===== config.mk =====
export PLATFORM = sky130hd
export DESIGN_NAME = fetch_ctrl_flat
export DESIGN_NICKNAME = d
export VERILOG_FILES = /design/src/rtl/fetch_ctrl_if.sv /design/src/rtl/fetch_ctrl.sv /design/src/flat_wrapper.sv
export SDC_FILE = /design/constraint.sdc
export NUM_CORES = 1
export LEC_CHECK = 0
export ABC_CLOCK_PERIOD_IN_PS = 6200
export CAP_MARGIN = 15
export CORE_AREA = 10 10 140 142
export CTS_CLUSTER_SIZE = 25
export DETAILED_ROUTE_END_ITERATION = 8
export DIE_AREA = 0 0 150 152
export MAX_ROUTING_LAYER = met4
export PLACE_DENSITY_LB_ADDON = 0.2
export SLEW_MARGIN = 10
export SYNTH_ARGS = -nofsm -noshare
export SYNTH_HDL_FRONTEND = slang
export SYNTH_SLANG_ARGS = --single-unit

===== constraint.sdc =====
create_clock -name clk -period 6.2 [get_ports clk]
set_input_delay 1.24 -clock clk [delete_from_list [all_inputs] [get_ports clk]]
set_output_delay 1.24 -clock clk [all_outputs]
set_load 0.01 [all_outputs]

===== src/rtl/fetch_ctrl_if.sv =====
// Instruction-memory request/response bundle between the fetch controller and memory.
// The fetch controller drives the request side and the memory drives grant and response.
interface fetch_ctrl_if;
  logic        imem_req;
  logic [31:0] imem_addr;
  logic        imem_gnt;
  logic        imem_rvalid;
  logic [31:0] imem_rdata;

  modport master (
    output imem_req,
    output imem_addr,
    input  imem_gnt,
    input  imem_rvalid,
    input  imem_rdata
  );

  modport slave (
    input  imem_req,
    input  imem_addr,
    output imem_gnt,
    output imem_rvalid,
    output imem_rdata
  );
endinterface


===== src/rtl/fetch_ctrl.sv =====
// Instruction fetch controller: one outstanding memory request, a small FIFO of
// fetched {pc, instr} pairs feeding IF/ID, and redirect-driven flushing.
module fetch_ctrl #(
  parameter int unsigned BUF_DEPTH = 2
) (
  input  logic                clk,
  input  logic                reset_n,
  input  logic [31:0]         pc,
  output logic [31:0]         pc_next,
  output logic                pc_en,
  fetch_ctrl_if.master        imem,
  input  logic                redirect_valid,
  input  logic [31:0]         redirect_pc,
  input  logic                stall_id,
  output logic                if_valid,
  output logic [31:0]         if_pc,
  output logic [31:0]         if_instr
);

  localparam int PTR_W = $clog2(BUF_DEPTH);
  localparam int CNT_W = $clog2(BUF_DEPTH + 1);

  typedef enum logic [1:0] {ISSUE, WAIT, FLUSH} state_e;

  state_e             state_q, state_d;
  logic [CNT_W-1:0]   count_q, count_d;
  logic [31:0]        req_pc_q, req_pc_d;
  logic [PTR_W-1:0]   wr_ptr_q, wr_ptr_d;
  logic [PTR_W-1:0]   rd_ptr_q, rd_ptr_d;
  logic [31:0]        pc_mem    [BUF_DEPTH];
  logic [31:0]        instr_mem [BUF_DEPTH];

  logic push, pop, flush, full;

  function automatic logic [PTR_W-1:0] ptr_inc(input logic [PTR_W-1:0] p);
    return (p == PTR_W'(BUF_DEPTH - 1)) ? '0 : p + PTR_W'(1);
  endfunction

  assign full     = (count_q == CNT_W'(BUF_DEPTH));
  assign if_valid = reset_n && (count_q != '0);
  assign pop      = if_valid && !stall_id;
  assign if_pc    = pc_mem[rd_ptr_q];
  assign if_instr = instr_mem[rd_ptr_q];

  always_comb begin
    // NOTE: every output and next-state gets a default first so no path infers a latch.
    state_d        = state_q;
    req_pc_d       = req_pc_q;
    pc_en          = 1'b0;
    pc_next        = pc + 32'd4;
    imem.imem_req  = 1'b0;
    imem.imem_addr = pc;
    push           = 1'b0;
    flush          = 1'b0;

    if (reset_n) begin
      if (redirect_valid) begin
        pc_en   = 1'b1;
        pc_next = redirect_pc;
        flush   = 1'b1;
        // A response landing together with the redirect is dropped right here.
        if (state_q == WAIT) state_d = imem.imem_rvalid ? ISSUE : FLUSH;
      end else begin
        unique case (state_q)
          ISSUE: begin
            if (!full) begin
              imem.imem_req = 1'b1;
              if (imem.imem_gnt) begin
                pc_en    = 1'b1;
                req_pc_d = pc;
                state_d  = WAIT;
              end
            end
          end
          WAIT: begin
            if (imem.imem_rvalid) begin
              push    = 1'b1;
              state_d = ISSUE;
            end
          end
          FLUSH:   if (imem.imem_rvalid) state_d = ISSUE;
          default: state_d = ISSUE;
        endcase
      end
    end
  end

  always_comb begin
    count_d  = count_q;
    wr_ptr_d = wr_ptr_q;
    rd_ptr_d = rd_ptr_q;
    if (flush) begin
      count_d  = '0;
      wr_ptr_d = '0;
      rd_ptr_d = '0;
    end else begin
      if (push) wr_ptr_d = ptr_inc(wr_ptr_q);
      if (pop)  rd_ptr_d = ptr_inc(rd_ptr_q);
      if (push && !pop)      count_d = count_q + CNT_W'(1);
      else if (pop && !push) count_d = count_q - CNT_W'(1);
    end
  end

  // NOTE: sequential state uses non-blocking assignments so every register samples pre-edge values.
  always_ff @(posedge clk) begin
    if (!reset_n) begin
      state_q  <= ISSUE;
      count_q  <= '0;
      req_pc_q <= '0;
      wr_ptr_q <= '0;
      rd_ptr_q <= '0;
    end else begin
      state_q  <= state_d;
      count_q  <= count_d;
      req_pc_q <= req_pc_d;
      wr_ptr_q <= wr_ptr_d;
      rd_ptr_q <= rd_ptr_d;
    end
  end

  // NOTE: buffer storage is not reset; count_q gates its visibility, so stale contents are harmless.
  always_ff @(posedge clk) begin
    if (push) begin
      pc_mem[wr_ptr_q]    <= req_pc_q;
      instr_mem[wr_ptr_q] <= imem.imem_rdata;
    end
  end

endmodule


===== src/flat_wrapper.sv =====
// flat-port wrapper written by rule: the top's interface ports become plain ports
module fetch_ctrl_flat 
#(
  parameter int unsigned BUF_DEPTH = 2
)
  (clk, reset_n, pc, pc_next, pc_en, redirect_valid, redirect_pc, stall_id, if_valid, if_pc, if_instr, imem_imem_req, imem_imem_addr, imem_imem_gnt, imem_imem_rvalid, imem_imem_rdata);
  fetch_ctrl_if imem_i ();
  input  logic clk;
  input  logic reset_n;
  input  logic [31:0] pc;
  output logic [31:0] pc_next;
  output logic pc_en;
  input  logic redirect_valid;
  input  logic [31:0] redirect_pc;
  input  logic stall_id;
  output logic if_valid;
  output logic [31:0] if_pc;
  output logic [31:0] if_instr;
  output wire logic [$bits(imem_i.imem_req)-1:0] imem_imem_req;
  output wire logic [$bits(imem_i.imem_addr)-1:0] imem_imem_addr;
  input wire logic [$bits(imem_i.imem_gnt)-1:0] imem_imem_gnt;
  input wire logic [$bits(imem_i.imem_rvalid)-1:0] imem_imem_rvalid;
  input wire logic [$bits(imem_i.imem_rdata)-1:0] imem_imem_rdata;
  assign imem_imem_req = imem_i.imem_req;
  assign imem_imem_addr = imem_i.imem_addr;
  assign imem_i.imem_gnt = imem_imem_gnt;
  assign imem_i.imem_rvalid = imem_imem_rvalid;
  assign imem_i.imem_rdata = imem_imem_rdata;
  fetch_ctrl #(.BUF_DEPTH(BUF_DEPTH)) u_core (.clk(clk), .reset_n(reset_n), .pc(pc), .pc_next(pc_next), .pc_en(pc_en), .imem(imem_i), .redirect_valid(redirect_valid), .redirect_pc(redirect_pc), .stall_id(stall_id), .if_valid(if_valid), .if_pc(if_pc), .if_instr(if_instr));
endmodule

* After elaboration in Yosys (flattened, before gate mapping)
Memories as Yosys holds them, arrays and structs flattened. A register that Yosys moved wholly into a read port is not among the register bits. Index checks and enable logic that the tools add are counted.
Word-level totals: output and inout port bits 131, register bits 38, input bits 102, memories 2, logic and storage cells 70, RAM bits 128
Memory list:
- u_core.instr_mem | depth 2, width 32, rd ports 1, clocked after Yosys merged registers in 1, write ports 1, RTL line fetch_ctrl.sv:31 | logic [31:0] instr_mem [BUF_DEPTH];
- u_core.pc_mem | depth 2, width 32, rd ports 1, clocked after Yosys merged registers in 1, write ports 1, RTL line fetch_ctrl.sv:30 | logic [31:0] pc_mem [BUF_DEPTH];
Operators by class: reduce and logical (&&, ||, !) cells 14, add/sub/neg operators 5, muxes and demuxes 34, bitwise logic cells 3, equality and inequality tests 7
Operators by type and width (count):
- two-way mux 32 bit | 2
- adder 32 x 3 -> 32 bit, second input constant | 1
- two-way mux 1 bit | 23
- two-way mux 2 bit | 8
- AND reduction 4 bit | 2
- inequality test 3 bit, second input constant | 2
- equality test 2 bit, second input constant | 2
- logical AND 1 bit | 4
- one-hot mux 2 bit (2 select lines) | 1
- nonzero test 2 bit | 2
- OR reduction 2 bit | 2
- logical NOT 1 bit | 3
- inequality test 3 x 1 -> 1 bit, second input constant | 1
- inverter 1 bit | 3
- adder 1 bit, second input constant | 2
- adder 2 x 1 -> 2 bit, second input constant | 1
- equality test 2 x 1 -> 1 bit, second input constant | 1
- logical NOT 2 bit | 1
- inequality test 2 x 1 -> 1 bit, second input constant | 1
- subtractor 2 x 1 -> 2 bit, second input constant | 1

* Logic depth before layout (Yosys ltp)
Gate-level depths: netlist of the first run.
word-level depth 8, mapped depth 8, depth with buffers taken out 7

* Worst setup path before layout of the first run
OpenSTA, ideal clock, no wires.
path type input-to-reg, start point input port redirect_valid, end point memory u_core.instr_mem[0][0], enable pin, arrival 4.609 ns, data required time 5.706 ns, buffers on the path 1, cell stages on the path 4, setup time 0.494 ns, path slack 1.097 ns, path through clkbuf_1 nor2b_1 and3_1 nor2b_1
Between the ends: longest elaborated chain between the ends 4
RTL lines:
- start: declaration | RTL line flat_wrapper.sv:13 | input logic redirect_valid;
- two-way mux 1 bit | RTL line fetch_ctrl.sv:57 | if (redirect_valid) begin
- two-way mux 1 bit | RTL line fetch_ctrl.sv:56 | if (reset_n) begin
- named net u_core.push | RTL line fetch_ctrl.sv:33 | logic push, pop, flush, full;
- two-way mux 1 bit | RTL line fetch_ctrl.sv:123 | if (push) begin
- two-way mux 1 bit (implied by the code) | RTL line fetch_ctrl.sv:125 | instr_mem[wr_ptr_q] <= imem.imem_rdata;
- end: declaration | RTL line fetch_ctrl.sv:31
The timed path passes the listed nets, and every way through them passes these cells.

* Worst setup path in the final report of the first run
start point input port pc[4], end point output port pc_next[29]
Between the ends: longest elaborated chain between the ends 3
RTL lines:
- start: declaration | RTL line flat_wrapper.sv:10 | input logic [31:0] pc;
- adder 32 x 3 -> 32 bit * | RTL line fetch_ctrl.sv:50 | pc_next = pc + 32'd4;
- two-way mux 32 bit | RTL line fetch_ctrl.sv:57
- two-way mux 32 bit * | RTL line fetch_ctrl.sv:56
- end: declaration | RTL line flat_wrapper.sv:11 | output logic [31:0] pc_next;
Every way passes the cells marked *; elsewhere a longest branch is shown, timed or not.

==> key figures, run 1 <==
STA
  • Final setup viols: 0
  • Tcrit/Tclk final: between 80% and 90%
  • Worst slew margin: 42.13%
  • Worst Tran Pin Value: 0.8680 ns
  • Unrepaired setup endpoints after global routing: no
  • Final hold vios: 0
  • Crit path time final: ~5.3 ns
  • Final worst slack: 0.9424 ns
  • Hold_ws: 0.4576 ns
  • Clk_skew: 0.007113 ns
  • Max Freq: around 190 MHz
  • Setup TNS: 0 ns
  • Count of pins over their slew limit: 0

Route
  • Routed WL per cell: 18.82 µm
  • Post-route antenna net violation count: 0
  • Final WL: 19,330 µm
  • Residual DRC: 0
  • Drt first-iter violations: ~400
  • 1st-pass router iterations: 5
  • Total number of vias: approximately 5,300
  • Vias per inst: 5.179

Worst setup path
  • Reg-to-reg setup timing slack: around 4.1 ns
  • Critical Path End Type: primary output
  • Worst path required time: 4.96 ns
  • Kind of critical path: in2out
  • Worst-path fanout max: 18
  • Critical path startpoint category: primary input
  • Worst path arrival time: 4.02 ns

Final layout
  • Commonest cells after routing, fill and taps aside: clkdlybuf4s50_1, edfxtp_1, nand2_1, mux2_2, dfxtp_1
  • Final std cells w/o fill: about 1,000
  • Share of cells above drive strength 1: roughly 14%
  • Fill count: roughly 1,300
  • Nets: ~900
  • Area of the multi-input gates: 2419 µm²
  • Most common cell after layout, fill and taps aside: clkdlybuf4s50_1
  • Sequential cell area: between 4000 and 5000 µm²
  • ANT cells: 0
  • Area Growth Syn to Fin: 38.65%

Power and ir drop
  • Power Total: between 2 and 2.5 mW
  • VDD IR max: 0.0001585 V
  • Leakage: roughly 3.5 nW
  • Cell Pwr Density: ~240 nW/µm²

Synthesis
  • Main synth FF type: edfxtp_1
  • Sequential fraction of the synthesis area: between 60% and 70%
  • Unique cell type count in the Yosys netlist: 38
  • Post-synthesis xor/xnor area fraction: between 1 and 1.5%
  • Syn_nets: approximately 700
  • Adder-Cell Fraction of Synth Area: 0.6727%
  • Share of synthesized flip-flops with an asynchronous set or reset: 0%
  • Largest family of logic cells by synthesized area: simple AND/OR/NAND/NOR gates
  • EDFF count, synth: 128
  • Compound-Gate Fraction of Synth Area: 8.106%
  • Seq cells post-synth: approximately 170
  • Mean post-synth cell area: approximately 13 µm²
  • Synth warn: 0
  • Syn Inst Count: around 590
  • Post-synthesis mux area share: 9.973%
  • Cell Area, Synth: around 7400 µm²
  • Area share of and/or/nand/nor cells after synthesis: roughly an eighth

Place
  • # placed instances: ~990
  • PortBufs: 232
  • DPL Wire Length: about 14,000 µm
  • GPL Wtd Cong: ~0.90
  • Setup slack at placement: 0.9816 ns

GRT
  • Total gr overflow: 0
  • Largest net degree at the start of global routing: 65
  • Gr usage total: between 15 and 20%
  • GRT met2 Usage: 27.00%
  • Met1 global-route usage: between 20% and 30%
  • First-pass GRT wire length: roughly 30,000 µm
  • Antenna violations before repair: 0
  • Met3 Use GR: roughly 4%
  • Vias in the first global route: around 5,500
  • GR peak layer: met2

Clock network
  • Max clock buf depth: 2
  • Clock-pin slew on the worst setup and hold paths: 0.06 ns
  • CTS Hold Bufs: 0
  • Sink Count: about 170
  • CTS buffer count: 17
  • Post-CTS Setup Bufs: 0
  • Clk root buf: clkbuf_16
  • H-tree lvl count: 4
  • CTS tree: yes
  • Post-cts resize count: 0
  • Worst-Skew Late Latency: about 0.4 ns

Floorplanning
  • Core Rows: 48
  • Core Region: between 15,000 and 20,000 µm²
  • Die Wd: about 150 µm
  • Die Y: around 150 µm
  • Initial Utilization: between 40% and 50%
  • Die ar.: approximately 23,000 µm²
  • I/O pin count: 233

Worst hold path
  • Hold WC Path Type: reg2reg

Flow run
  • Max-cap viol count: 0

Status
  • Status: complete, no violations
-- where the power goes --
part           internal [mW]  total (mW)  switching [mW]
logic                  0.142       0.258           0.116
registers               1.22        1.23         0.00974
clock network          0.574       0.983           0.409
total                   1.93        2.47           0.534
-- cells in the mapped netlist (all sizes together) (5+ instances only) --
master | n | share of area [%]
a21boi | 34 | 3.4
a31oi | 19 | 1.6
and2 | 5 | 0.42
and3 | 6 | 0.50
and4 | 5 | 0.62
buf | 38 | 3.8
clkbuf | 24 | 1.3
dfxtp | 39 | 10
edfxtp | 128 | 52
inv | 6 | 0.30
mux2 | 65 | 9.8
nand2 | 96 | 4.8
nand3 | 10 | 0.67
nand4 | 9 | 1.2
nor2 | 24 | 1.2
o21ai | 16 | 1.1
o31ai | 12 | 1.2
or3 | 8 | 0.67
or4 | 13 | 1.3
xor2 | 8 | 0.94
-- routing by layer --
metal  up-vias  routed length (µm)
met1      2508                8495
li1       2548                   -
met5         -                   0
met4         0                 227
met2       245                9295
met3        18                1312
-- area by class of cell --
| cell class | count | area share (%) |
|---|---|---|
| Sequential cell | 167 | 44.84 |
| Tap cell | 225 | 2.729 |
| Multi-Input combinational cell | 357 | 23.45 |
| Timing Repair Buffer | 240 | 23.24 |
| Clock buffer | 23 | 4.852 |
| Clock inverter | 9 | 0.6672 |
| Inverter | 6 | 0.2183 |
-- state kept, by name (all words and copies together) (netlist names), named ones only --
signal / count
u_core.state_q: 2
u_core.count_q: 2
u_core.wr_ptr_q: 1
u_core.rd_ptr_q: 1
u_core.instr_mem: 64
u_core.req_pc_q: 32
u_core.pc_mem: 64
-- cells by family (layout without fill, tap and decap cells) --
| logic type | count (synthesis) | after routing |
|---|---|---|
| xor gates and xnor gates | 11 | 11 |
| buffers and inverters | 68 | 278 |
| DFF | 167 | 167 |
| AOI/OAI and AO/OA | 89 | 89 |
| adders and majority gates | 4 | 4 |
| muxes | 66 | 66 |
| and+or+nand+nor | 187 | 187 |
-- stage by stage --
stage | utilization [%] | cell area (µm²)
after floorplan | - | 7440
after detailed placement | 57.37 | 9716
after global routing | 60.90 | 10310
after global placement | 57.37 | 9716
final | 60.90 | 10310
after CTS | 60.73 | 10280
-- path summary, 6_finish.rpt --
kind / depth (start not counted) / start / endpoint
worst max-delay path: 6 / pc[4] / pc_next[29]
worst min-delay path: 0 / u_core.req_pc_q[0] / u_core.pc_mem[1][0]
worst max register to register: 4 / u_core.state_q[0] / u_core.instr_mem[0][29]
worst min register to register: 0 / u_core.req_pc_q[0] / u_core.pc_mem[1][0]
-- critical path, stage by stage --
cell	delay [ns]
clkdlybuf4s50_1	0.62
and4_1	0.48
nand4_4	0.31
or4_1	0.57
a31oi_1	0.22
clkdlybuf4s50_1	0.57
Note: power is estimated with default switching activity, not from simulation.
==> run 2: changes to the inputs <==
- ABC_CLOCK_PERIOD_IN_PS: 6200 -> 5400
- clock period: 6.2 -> 5.4 ns (I/O delays scaled with it)
==> run 2 against run 1 <==
Register-to-register slack got worse by 0.96 ns; worst setup slack got worse by 0.45 ns; flip-flop and latch count stayed put; die area is the same; non-clock buffer count increased by 2; cell count is 0.19% higher; clock skew is 0.00075 ns higher; global-route usage increased by 0.41 points; largest cell class unchanged; power rose by 15%; critical path type unchanged; via count decreased by 0.62%.
==> key figures, run 2 (same netlist as run 1, synthesis figures left out) <==
Worst setup path
  • Worst-path fanout max: 18 (unchanged)
  • Critical path, cell by cell: clkdlybuf4s50_1 > and4_1 > nand4_4 > or4_1 > a31oi_1 > clkdlybuf4s50_1
  • Slowest cell on the critical path: clkdlybuf4s50_1
  • Crit-path max cell delay: 0.60 ns (-0.02 ns)
  • Kind of cell adding the most delay to the critical path: simple AND/OR/NAND/NOR gates
  • CP bufs+invs: 2 (unchanged)
  • Reg2reg path depth: 6 (+2)
  • Kind of critical path: in2out
  • Reg2reg start: u_core.state_q[0]
  • Reg-to-reg setup timing slack: 3.17 ns (-0.96 ns)
  • Worst path required time: 4.32 ns (-0.64 ns)
  • Cell mode on critical path: clkdlybuf4s50_1
  • Critical Path End Type: primary output
  • Worst path arrival time: 3.83 ns (-0.19 ns)
  • R2r endpoint: u_core.req_pc_q[26]
  • Critical path startpoint category: primary input

GRT
  • Total gr overflow: 0 (unchanged)
  • Antenna violations before repair: 0 (unchanged)
  • First-pass GRT wire length: 30,650 µm (+2.3%)
  • Largest net degree at the start of global routing: 65 (unchanged)
  • Gr usage total: 17.48% (+0.41 points)
  • Vias in the first global route: 5,618 (+1.6%)

Floorplanning
  • Core Rows: 48 (unchanged)
  • Core Region: 16,940 µm² (unchanged)
  • Die ar.: 22,800 µm² (unchanged)
  • I/O pin count: 233 (unchanged)
  • Die Wd: 150 µm (unchanged)
  • Initial Utilization: 43.93% (unchanged)
  • Die Y: 152 µm (unchanged)

Place
  • PortBufs: 232 (unchanged)
  • DPL Wire Length: 14,650 µm (+3.8%)
  • GPL Wtd Cong: 0.8486 (-5.8%)

Route
  • Vias per inst: 5.137 (-0.81%)
  • 1st-pass router iterations: 4 (-1)
  • Post-route antenna net violation count: 0 (unchanged)
  • Routed WL per cell: 19.11 µm (+1.5%)
  • Final WL: 19,670 µm (+1.7%)
  • Residual DRC: 0 (unchanged)
  • Drt first-iter violations: 315 (-20%)
  • Total number of vias: 5,286 (-0.62%)

Worst hold path
  • Hold Crit Depth: 0 (unchanged)
  • WHS Endpoint: u_core.pc_mem[0][24]
  • Hold WC Path Type: reg2reg
  • Worst hold start: u_core.req_pc_q[24]

Clock network
  • Sink Count: 167 (unchanged)
  • CTS Hold Bufs: 0 (unchanged)
  • Clk root buf: clkbuf_16
  • Clock-pin slew on the worst setup and hold paths: 0.07 ns (about the same)
  • Post-CTS Setup Bufs: 0 (unchanged)
  • CTS tree: yes
  • Worst-Skew Late Latency: 0.42 ns (about the same)
  • CTS buffer count: 17 (unchanged)
  • Post-cts resize count: 0 (unchanged)
  • Max clock buf depth: 2 (unchanged)
  • H-tree lvl count: 4 (unchanged)

Final layout
  • Fill count: 1,348 (+1.9%)
  • Most common cell after layout, fill and taps aside: clkdlybuf4s50_1
  • Nets: 897 (+0.22%)
  • ANT cells: 0 (unchanged)
  • Area Growth Syn to Fin: 38.93%
  • Commonest cells after routing, fill and taps aside: clkdlybuf4s50_1, edfxtp_1, nand2_1, mux2_2, dfxtp_1
  • Area of the multi-input gates: 2419 µm² (unchanged)
  • Share of cells above drive strength 1: 14.30% (+0.46 points)
  • Sequential cell area: 4626 µm² (unchanged)
  • Regs by FF count: u_core.instr_mem: 64 flops, u_core.pc_mem: 64 flops, u_core.req_pc_q: 32 flops

STA
  • Clk_skew: 0.007867 ns (+0.0007538 ns)
  • Final hold vios: 0 (unchanged)
  • Hold_ws: 0.4559 ns (-0.001701 ns)
  • Max Freq: between 200 and 250 MHz
  • Final setup viols: 0 (unchanged)
  • Tcrit/Tclk final: around nine tenths
  • Unrepaired setup endpoints after global routing: no
  • Crit path time final: between 4 and 5 ns
  • Worst slew margin: 30.53% (-12 points)
  • Setup TNS: 0 ns (unchanged)
  • Count of pins over their slew limit: 0 (unchanged)
  • Worst Tran Pin Value: 1.042 ns (+0.1741 ns)

Power and ir drop
  • Cell Pwr Density: 275.0 nW/µm² (+15%)
  • Leakage: 3.506 nW (+0.40%)
  • Power Total: 2.842 mW (+15%)
  • VDD IR max: 0.0001702 V (+7.4%)

Flow run
  • Max-cap viol count: 0 (unchanged)

Status
  • Status: complete, no violations
run 2: cell types whose count changed in the layout (fill, tap and decap cells not counted), sizes merged:
cell / previous run / this run
buf: 8 / 10
clkbuf: 23 / 21
clkinv: 8 / 7
inv: 7 / 10
run 2: how the worst max path moves through the flow:
stage                   start                endpoint  cells past startpoint
2_1_floorplan  redirect_valid  u_core.instr_mem[0][0]                      4
6_report                pc[4]             pc_next[31]                      6
3_5_place_dp            pc[4]             pc_next[25]                      6
5_1_grt                 pc[4]             pc_next[23]                      6
3_3_place_gp            pc[4]             pc_next[31]                      6
4_1_cts                 pc[4]             pc_next[25]                      6
run 2: cell type report:
type | instances | share of cell area, %
Multi-Input combinational cell | 357 | 23.40
Clock inverter | 11 | 0.8595
Tap cell | 225 | 2.724
Inverter | 6 | 0.2179
Clock buffer | 21 | 4.660
Timing Repair Buffer | 242 | 23.39
Sequential cell | 167 | 44.75
run 2: through the flow:
stage               area, µm²  util (%)  worst slack [ns]  instances
floorplan                7440         -            0.4572        592
global placement         9751     57.57            0.5756        996
detailed placement       9751     57.57            0.5090        996
CTS                     10320     60.94            0.4938       1028
global route            10340     61.03            0.2963       1029
finish                  10340     61.03            0.4937       1029
run 2: per-layer routing:
layer	up-vias	routed length, µm	global-route usage (%)
met2	231	9396	27.72
li1	2553	-	-
met5	-	0	-
met3	18	1575	4.871
met4	0	222	4.907
met1	2484	8471	21.39
run 2: power breakdown:
part | internal (mW) | leakage [nW] | switching (mW) | total, mW
logic | 0.164 | 1.73 | 0.134 | 0.298
clock network | 0.648 | 0.285 | 0.487 | 1.14
registers | 1.40 | 1.49 | 0.0116 | 1.41
==> run 3: changes to the inputs <==
- CTS_BUF_LIST: unset -> sky130_fd_sc_hd__clkbuf_8
==> run 3 against run 2 <==
Cell area fell by 1.8%; critical endpoint is now pc_next[29]; worst setup slack got worse by 0.0069 ns; clock skew rose by 0.0044 ns; largest power group unchanged; non-clock buffer count did not move; largest cell class unchanged; wire length fell by 0.62%; worst hold slack improved by 0.0049 ns; critical path type unchanged; die area did not move; count of clock-buffer cells in the layout fell by 2; sequential share of layout area rose by 0.82 points.
==> key figures, run 3 (same netlist as run 1, synthesis figures left out) <==
Status
  • Status: complete, no violations

Place
  • DPL Wire Length: 14,650 µm (unchanged)
  • GPL Wtd Cong: 0.8486 (unchanged)
  • PortBufs: 232 (unchanged)

GRT
  • Gr usage total: 17.29% (-0.19 points)
  • Antenna violations before repair: 0 (unchanged)
  • Met3 Use GR: 4.455% (-0.42 points)
  • Total gr overflow: 0 (unchanged)
  • Met1 global-route usage: 21.08% (-0.31 points)
  • First-pass GRT wire length: 30,460 µm (-0.63%)
  • GRT met2 Usage: 27.95% (+0.23 points)
  • Vias in the first global route: 5,650 (+0.57%)
  • Largest net degree at the start of global routing: 65 (unchanged)
  • GR peak layer: met2

Worst hold path
  • Hold WC Path Type: reg2reg

Final layout
  • Fill count: 1,363 (+1.1%)
  • Commonest cells after routing, fill and taps aside: clkdlybuf4s50_1, edfxtp_1, nand2_1, mux2_2, dfxtp_1
  • Area Growth Syn to Fin: 36.43%
  • Regs by FF count: u_core.instr_mem: 64 flops, u_core.pc_mem: 64 flops, u_core.req_pc_q: 32 flops
  • ANT cells: 0 (unchanged)
  • Most common cell after layout, fill and taps aside: clkdlybuf4s50_1
  • Sequential cell area: 4626 µm² (unchanged)
  • Share of cells above drive strength 1: 14.30% (unchanged)
  • Nets: 897 (unchanged)
  • Area of the multi-input gates: 2419 µm² (unchanged)

STA
  • Crit path time final: 4.913 ns (+0.006857 ns)
  • Tcrit/Tclk final: 90.98% (+0.13 points)
  • Count of pins over their slew limit: 0 (unchanged)
  • Max Freq: 203.5 MHz (-0.14%)
  • Worst slew margin: 30.69% (+0.16 points)
  • Final hold vios: 0 (unchanged)
  • Final setup viols: 0 (unchanged)
  • Setup TNS: 0 ns (unchanged)
  • Worst Tran Pin Value: 1.040 ns (-0.002447 ns)
  • Clk_skew: 0.01231 ns (+0.004444 ns)
  • Unrepaired setup endpoints after global routing: no

Clock network
  • Post-cts resize count: 0 (unchanged)
  • CTS Hold Bufs: 0 (unchanged)
  • CTS tree: yes
  • Worst-Skew Late Latency: 0.43 ns (about the same)
  • H-tree lvl count: 4 (unchanged)
  • Sink Count: 167 (unchanged)
  • Clock-pin slew on the worst setup and hold paths: 0.08 ns (about the same)
  • CTS buffer count: 17 (unchanged)
  • Post-CTS Setup Bufs: 0 (unchanged)
  • Clk root buf: clkbuf_8
  • Max clock buf depth: 2 (unchanged)

Worst setup path
  • Worst-path fanout max: 18 (unchanged)
  • Crit-path max cell delay: 0.60 ns (about the same)
  • Cell mode on critical path: clkdlybuf4s50_1
  • Worst path arrival time: 3.83 ns (about the same)
  • CP bufs+invs: 2 (unchanged)
  • Slowest cell on the critical path: clkdlybuf4s50_1
  • Critical path startpoint category: primary input
  • Critical path, cell by cell: clkdlybuf4s50_1 > and4_1 > nand4_4 > or4_1 > a31oi_1 > clkdlybuf4s50_1
  • Kind of cell adding the most delay to the critical path: simple AND/OR/NAND/NOR gates
  • Kind of critical path: in2out
  • Worst path required time: 4.32 ns (about the same)
  • Critical Path End Type: primary output

Floorplanning
  • I/O pin count: 233 (unchanged)
  • Initial Utilization: 43.93% (unchanged)
  • Die Wd: 150 µm (unchanged)
  • Die Y: 152 µm (unchanged)
  • Core Rows: 48 (unchanged)
  • Core Region: 16,940 µm² (unchanged)
  • Die ar.: 22,800 µm² (unchanged)

Power and ir drop
  • Leakage: 3.425 nW (-2.3%)
  • VDD IR max: 0.0001731 V (+1.7%)
  • Cell Pwr Density: 250.6 nW/µm² (-8.9%)
  • Power Total: 2.544 mW (-11%)

Route
  • Routed WL per cell: 18.99 µm (-0.62%)
  • Total number of vias: 5,280 (-0.11%)
  • Vias per inst: 5.131 (-0.11%)
  • Post-route antenna net violation count: 0 (unchanged)
  • Residual DRC: 0 (unchanged)
  • 1st-pass router iterations: 5 (+1)
  • Final WL: 19,540 µm (-0.62%)
  • Drt first-iter violations: 289 (-8.3%)

Flow run
  • Max-cap viol count: 0 (unchanged)
-- run 3: changes by cell type in the layout (fill, tap and decap cells not counted) --
cell	before	now
clkbuf_8	2	19
bufinv_16	0	1
clkbuf_1	1	0
clkbuf_16	18	0
inv_1	6	7
-- run 3: routing by layer --
| layer | part of all wire, % | up-vias | wire length, µm |
|---|---|---|---|
| li1 | - | 2550 | - |
| met1 | 43 | 2476 | 8426 |
| met2 | 48 | 239 | 9410 |
| met3 | 7.6 | 15 | 1491 |
| met4 | 1.1 | 0 | 215 |
| met5 | 0 | - | 0 |
-- run 3: cell type report --
type,instances,area share (%)
timing repair buffer,242,23.82
clock buffer,19,2.576
multi-input combinational,357,23.83
sequential,167,45.57
inverter,6,0.2219
tap,225,2.774
clock inverter,13,1.208
-- run 3: where the power goes --
group	internal [mW]	total [mW]	switching (mW)
registers	1.40	1.41	0.0116
clock network	0.396	0.839	0.443
logic	0.164	0.298	0.134
total	1.96	2.54	0.589
-- run 3: worst paths after layout --
kind              cells past startpoint               start  slack (ns)                       to
setup / recovery                      6               pc[4]        0.49              pc_next[29]
hold / removal                        0  u_core.req_pc_q[1]        0.46      u_core.pc_mem[0][1]
setup reg to reg                      5   u_core.state_q[1]        3.17  u_core.instr_mem[0][14]
hold reg to reg                       0  u_core.req_pc_q[1]        0.46      u_core.pc_mem[0][1]
-- run 3: metrics by stage --
step | worst slack (ns) | area, µm² | utilization, % | cells | hold WS (ns)
final | 0.4868 | 10150 | 59.93 | 1029 | 0.4608
after global routing | 0.2963 | 10150 | 59.93 | 1029 | 0.4819
after CTS | 0.4938 | 10130 | 59.84 | 1028 | 0.4627
after detailed placement | 0.5090 | 9751 | 57.57 | 996 | 0.4414
after global placement | 0.5756 | 9751 | 57.57 | 996 | 0.4318
after floorplan | 0.4572 | 7440 | - | 592 | 0.4254
